**src/rtl/fb_write_arbiter.sv**
```systemverilog
// Framebuffer write-port arbiter: round-robin sharing between three renderers with
// an optional bus lock, plus a built-in engine that fills the framebuffer with one colour.
module fb_write_arbiter #(
    parameter int ADDR_W   = 16,
    parameter int DATA_W   = 32,
    parameter int FB_WORDS = 19200,
    parameter int LOCK_MAX = 255
) (
    input  logic                clk,
    input  logic                reset_n,
    input  logic [2:0]          req_valid,
    input  logic [2:0]          req_lock,
    input  logic [3*ADDR_W-1:0] req_addr,
    input  logic [3*DATA_W-1:0] req_data,
    output logic [2:0]          req_ready,
    input  logic                clear_start,
    input  logic [DATA_W-1:0]   clear_color,
    output logic                clear_busy,
    output logic                clear_done,
    output logic [1:0]          grant_id,
    output logic                fb_we,
    output logic [ADDR_W-1:0]   fb_addr,
    output logic [DATA_W-1:0]   fb_wdata
);

    localparam int CNT_W = $clog2(LOCK_MAX + 1);
    localparam logic [ADDR_W:0]  LAST_IDX = (ADDR_W + 1)'(FB_WORDS - 1);
    localparam logic [CNT_W-1:0] CNT_LAST = CNT_W'(LOCK_MAX - 1);

    typedef enum logic {
        ST_ARB,
        ST_CLEAR
    } state_t;

    state_t              state_q, state_d;
    logic [1:0]          rr_ptr;
    logic [1:0]          lock_owner;
    logic                locked;
    logic [CNT_W-1:0]    lock_cnt;
    logic [ADDR_W:0]     clear_idx;
    logic [DATA_W-1:0]   clear_color_q;

    logic [1:0]          win_id;
    logic                win_found;
    logic [2:0]          scan_sum;
    logic [1:0]          scan_cand;
    logic [1:0]          xfer_id;
    logic                xfer;
    logic                start_clear;
    logic                clear_last;
    logic [ADDR_W-1:0]   sel_addr;
    logic [DATA_W-1:0]   sel_data;

    function automatic logic [1:0] ptr_after(input logic [1:0] id);
        return (id == 2'd2) ? 2'd0 : id + 2'd1;
    endfunction

    // Scan highest-to-lowest priority so the candidate nearest the pointer is kept last.
    always_comb begin
        win_found = 1'b0;
        win_id    = 2'd0;
        scan_sum  = 3'd0;
        scan_cand = 2'd0;
        for (int k = 2; k >= 0; k--) begin
            scan_sum  = {1'b0, rr_ptr} + 3'(k);
            scan_cand = (scan_sum >= 3'd3) ? 2'(scan_sum - 3'd3) : scan_sum[1:0];
            if (req_valid[scan_cand]) begin
                win_found = 1'b1;
                win_id    = scan_cand;
            end
        end
    end

    always_comb begin
        start_clear = (state_q == ST_ARB) && clear_start;
        clear_last  = (state_q == ST_CLEAR) && (clear_idx == LAST_IDX);
        req_ready   = 3'b000;
        if ((state_q == ST_ARB) && !clear_start) begin
            if (locked) begin
                req_ready[lock_owner] = req_valid[lock_owner];
            end else if (win_found) begin
                req_ready[win_id] = 1'b1;
            end
        end
        xfer    = |(req_valid & req_ready);
        xfer_id = locked ? lock_owner : win_id;
    end

    always_comb begin
        sel_addr = req_addr[0 +: ADDR_W];
        sel_data = req_data[0 +: DATA_W];
        case (xfer_id)
            2'd1: begin
                sel_addr = req_addr[ADDR_W +: ADDR_W];
                sel_data = req_data[DATA_W +: DATA_W];
            end
            2'd2: begin
                sel_addr = req_addr[2*ADDR_W +: ADDR_W];
                sel_data = req_data[2*DATA_W +: DATA_W];
            end
            default: ;
        endcase
    end

    always_comb begin
        state_d = state_q;
        case (state_q)
            ST_ARB:   if (clear_start) state_d = ST_CLEAR;
            ST_CLEAR: if (clear_last)  state_d = ST_ARB;
            default:  state_d = ST_ARB;
        endcase
    end

    always_ff @(posedge clk or negedge reset_n) begin
        if (!reset_n) state_q <= ST_ARB;
        else          state_q <= state_d;
    end

    // The write port is registered; idle cycles drop fb_we but hold address and data.
    always_ff @(posedge clk or negedge reset_n) begin
        if (!reset_n) begin
            fb_we         <= 1'b0;
            fb_addr       <= '0;
            fb_wdata      <= '0;
            grant_id      <= 2'd0;
            clear_busy    <= 1'b0;
            clear_done    <= 1'b0;
            rr_ptr        <= 2'd0;
            lock_owner    <= 2'd0;
            locked        <= 1'b0;
            lock_cnt      <= '0;
            clear_idx     <= '0;
            clear_color_q <= '0;
        end else begin
            fb_we      <= 1'b0;
            clear_done <= 1'b0;
            clear_busy <= start_clear || (state_q == ST_CLEAR);
            if (state_q == ST_CLEAR) begin
                fb_we     <= 1'b1;
                fb_addr   <= clear_idx[ADDR_W-1:0];
                fb_wdata  <= clear_color_q;
                clear_idx <= clear_idx + 1'b1;
                if (clear_last) begin
                    clear_done <= 1'b1;
                    rr_ptr     <= 2'd0;
                end
            end else if (start_clear) begin
                clear_color_q <= clear_color;
                clear_idx     <= '0;
                locked        <= 1'b0;
                lock_cnt      <= '0;
            end else if (xfer) begin
                fb_we      <= 1'b1;
                fb_addr    <= sel_addr;
                fb_wdata   <= sel_data;
                grant_id   <= xfer_id;
                rr_ptr     <= ptr_after(xfer_id);
                lock_owner <= xfer_id;
                locked     <= req_lock[xfer_id];
                lock_cnt   <= '0;
            end else if (locked) begin
                // A lock owner that stays idle too long loses the bus.
                if (lock_cnt == CNT_LAST) begin
                    locked   <= 1'b0;
                    lock_cnt <= '0;
                    rr_ptr   <= ptr_after(lock_owner);
                end else begin
                    lock_cnt <= lock_cnt + 1'b1;
                end
            end
        end
    end

endmodule

```
**config.mk**
```make
export PLATFORM = sky130hd
export DESIGN_NAME = fb_write_arbiter
export DESIGN_NICKNAME = d
export VERILOG_FILES = /design/src/rtl/fb_write_arbiter.sv
export SDC_FILE = /design/constraint.sdc
export NUM_CORES = 1
export LEC_CHECK = 0
export BUFFER_PORTS_ARGS = -buffer_cell sky130_fd_sc_hd__clkbuf_2
export CORE_MARGIN = 2
export CORE_UTILIZATION = 45
export DETAILED_ROUTE_END_ITERATION = 7
export GPL_TIMING_DRIVEN = 1
export MAX_ROUTING_LAYER = met4
export PLACE_DENSITY = 0.77
export REMOVE_ABC_BUFFERS = 1
export SKIP_LAST_GASP = 1
export SLEW_MARGIN = 20
export SYNTH_ARGS = -nofsm -noshare
export SYNTH_HDL_FRONTEND = slang
export SYNTH_SLANG_ARGS = --single-unit
```
**constraint.sdc**
```tcl
create_clock -name clk -period 3.1 [get_ports clk]
set_input_delay 0.465 -clock clk [delete_from_list [all_inputs] [get_ports clk]]
set_output_delay 0.465 -clock clk [all_outputs]
set_load 0.005 [all_outputs]
```
==> impl_metrics.sql <==
INSERT INTO impl_metrics (metric_group, metric, value, unit) VALUES
('layout', 'insertedDiodeCount', '0', ''),
('global_routing', 'grt_overflow', '0', ''),
('power', 'totalPowerFinal', '5.50', 'mW'),
('layout', 'share_of_post_route_cells_with_drive_strength_above_1', '31.7', '%'),
('logic_synthesis', 'synth-seq-area-share', '43.4', '%'),
('layout', 'synthToLayoutAreaGrowth', '32.0', '%'),
('critical_path', 'worstReg2RegEnd', 'fb_wdata[9]', ''),
('floorplan', 'rows', '44', ''),
('cts', 'cts_hold_buf', '0', ''),
('detailed_routing', 'drt_first_pass_iters', '5', ''),
('sta', 'setup_viol', '0', ''),
('placed_design', 'finalWeightedCongestion', '0.868', ''),
('sta', 'finalWorstSetupSlack', '0.104', 'ns'),
('critical_path', 'timing.reg2reg.worst_path_depth', '15', ''),
('logic_synthesis', 'synth_top_cells_by_area', 'dfrtp_1 43%, a21oi_1 7.8%, a221o_1 7.1%, nand2_1 7.1%, a22oi_1 5.5%', ''),
('sta', 'final-hold-violation-count', '0', ''),
('logic_synthesis', 'synth-edff-count', '0', ''),
('placed_design', 'dpl_cell_area', '7970', 'µm²'),
('critical_path', 'required', '3.40', 'ns'),
('logic_synthesis', 'synth_flop_cell', 'dfrtp_1', ''),
('logic_synthesis', 'count_of_unique_library_cells_instantiated_by_yosys', '50', ''),
('critical_path', 'reg2reg_setup_slack', '0.10', 'ns'),
('cts', 'cts_num_sinks', '114', ''),
('power', 'ir_drop', '0.374', 'mV'),
('sta', 'max_clock_freq', '334', 'MHz'),
('logic_synthesis', 'synthesis.instances', '760', ''),
('sta', 'period_needed', '3.00', 'ns'),
('logic_synthesis', 'ys_seq_elements', '114', ''),
('floorplan', 'die-height', '125', 'µm'),
('placed_design', 'place.detailed.hpwl', '13500', 'µm'),
('layout', 'nNetsFinal', '1172', ''),
('run_status', 'run_status', 'complete, no violations', ''),
('detailed_routing', 'violation_count_after_the_first_detailed_routing_iteration', '478', ''),
('floorplan', 'floorplan.initialDensity', '45.6', '%'),
('logic_synthesis', 'post-synth-top-area-fraction', '43.4', '%'),
('power', 'power-per-cell-area', '634', 'nW/µm²'),
('logic_synthesis', 'synth.top_cells.by_count', '124 x nand2_1, 114 x dfrtp_1, 102 x a21oi_1', ''),
('detailed_routing', 'avgViaCountPerCell', '5.69', ''),
('sta', 'grt_setup_unrepaired', 'yes', ''),
('detailed_routing', 'vias', '6678', ''),
('sta', 'final_min_period_over_clock_period', '96.6', '%'),
('detailed_routing', 'drt.antenna.violating_nets', '0', ''),
('sta', 'worst_pin_slew', '0.639', 'ns'),
('layout', 'multiInputGateArea', '3420', 'µm²'),
('layout', 'area.sequential', '2860', 'µm²'),
('global_routing', 'first_global_vias', '6368', ''),
('floorplan', 'design.die.area', '15600', 'µm²'),
('critical_path', 'worst-setup-path-type', 'flop to flop', ''),
('cts', 'clk-insertion-delay-late', '0.42', 'ns'),
('global_routing', 'pin_count_of_the_biggest_net_entering_global_routing', '56', ''),
('sta', 'finalMaxSlewViolations', '0', ''),
('placed_design', 'place_ws', '0.155', 'ns'),
('logic_synthesis', 'syn_area', '6580', 'µm²'),
('logic_synthesis', 'number_of_warnings_printed_during_yosys_synthesis', '0', ''),
('critical_path', 'cp_data_arrival_time', '3.29', 'ns'),
('floorplan', 'io-pin-count', '241', ''),
('flow_run', 'maxCapViolCount', '0', ''),
('critical_path', 'timing.critical_path.to_type', 'flop', ''),
('layout', 'final_core_util', '60.2', '%'),
('detailed_routing', 'drt_wl_total', '21000', 'µm'),
('global_routing', 'number_of_antenna_violations_at_the_first_check_in_global_routing', '0', ''),
('critical_path', 'critPathLaunchType', 'flop', ''),
('logic_synthesis', 'post-synth-top-area-cell', 'dfrtp_1', ''),
('critical_path', 'worstReg2RegStart', 'rr_ptr[1]', ''),
('cts', 'tritoncts', 'done', ''),
('layout', 'fill_cells', '1282', ''),
('sta', 'fin_skew', '0.00666', 'ns'),
('layout', 'stdcell_area', '8680', 'µm²'),
('detailed_routing', 'drt-wirelength-per-cell', '17.9', 'µm'),
('cts', 'clk_transition_reported_paths', '0.05', 'ns'),
('critical_path', 'cp_max_fo', '49', '');
-- cell usage in the layout, fill, tap and decap left out, types with 4 or more instances in the layout --
| cell | n |
|---|---|
| xnor2_1 | 4 |
| clkbuf_2 | 239 |
| buf_4 | 12 |
| ha_1 | 7 |
| a22oi_1 | 47 |
| buf_12 | 9 |
| nand2_1 | 123 |
| nor2b_1 | 52 |
| inv_1 | 15 |
| clkbuf_8 | 5 |
| and3_1 | 5 |
| and4_1 | 6 |
| clkbuf_16 | 17 |
| nand4_1 | 8 |
| a221o_1 | 47 |
| dfrtp_1 | 113 |
| nand3_1 | 16 |
| a31oi_1 | 5 |
| a21oi_1 | 100 |
| nor2_1 | 59 |
| o211ai_1 | 4 |
| mux2i_1 | 12 |
| nand2b_1 | 7 |
| o22ai_1 | 7 |
| o21ai_0 | 12 |
-- report_power, final --
| group | switching [mW] | internal, mW | total, mW |
|---|---|---|---|
| Clock | 0.690 | 1.37 | 2.06 |
| Combinational | 0.745 | 0.725 | 1.47 |
| Sequential | 0.232 | 1.74 | 1.97 |
| Total | 1.67 | 3.83 | 5.50 |
-- state kept, by name, indices dropped and copies added (netlist names) --
register / count
clear_busy: 1
clear_color_q: 32
clear_done: 1
clear_idx: 17
fb_addr: 16
fb_wdata: 32
fb_we: 1
lock_cnt: 8
lock_owner: 2
locked: 1
rr_ptr: 2
state_q: 1
-- per-layer routing --
metal	share of wire (%)	GRT usage [%]	wire (µm)
met2	49	42.0	10200
met1	42	32.7	8890
met4	2.3	9.61	473
met3	6.8	5.15	1430
met5	0	-	0
-- worst max-delay path by stage --
stage / endpoint / depth (start not counted) / startpoint / slack (ns)
global route: fb_addr[5] / 15 / rr_ptr[1] / -0.1
global placement: fb_wdata[22] / 15 / rr_ptr[0] / 0.20
finish: fb_wdata[9] / 15 / rr_ptr[1] / 0.10
CTS: req_ready[1] / 9 / rr_ptr[0] / 0.04
detailed placement: fb_wdata[22] / 15 / rr_ptr[0] / 0.15
floorplan: rr_ptr[0] / 6 / state_q / -1.91
-- worst max-delay path: stages, from the launching register on --
cell     delay (ns)
dfrtp_1        0.42
inv_1          0.12
ha_1           0.32
o21ai_1        0.16
a21oi_1        0.18
o22ai_1        0.11
a31oi_1        0.21
buf_4          0.18
inv_1          0.06
ha_2           0.19
buf_12         0.19
a22oi_1        0.18
nor2_1         0.06
a21oi_1        0.14
a21oi_1        0.07
a221o_1        0.28
-- final cells by class --
type | instances | share of cell area [%]
inverters | 16 | 0.692
multi-input cells | 567 | 39.4
repair buffers | 261 | 17.2
clock buffers | 24 | 5.78
flip-flops and latches | 114 | 32.9
clock inverters | 8 | 1.43
well taps | 184 | 2.65
-- logic make-up (layout without fill, tap and decap cells) --
family / count (synthesis) / in the layout / synth area share, %
AO/OA/AOI/OAI: 244 / 244 / 25.3
XOR/XNOR: 5 / 5 / 0.665
adder cells (fa/ha/maj): 10 / 10 / 1.90
buffers and inverters: 79 / 309 / 5.32
flip-flops: 114 / 114 / 43.4
multiplexers: 15 / 15 / 2.34
AND/OR/NAND/NOR: 293 / 293 / 21.1
-- what timing repair did --
item / in CTS / in global routing
buffers inserted: 0 / 4
setup endpoints to repair: 0 / 50
resized for setup: 0 / 8
Power figures use the tool's default switching activity.
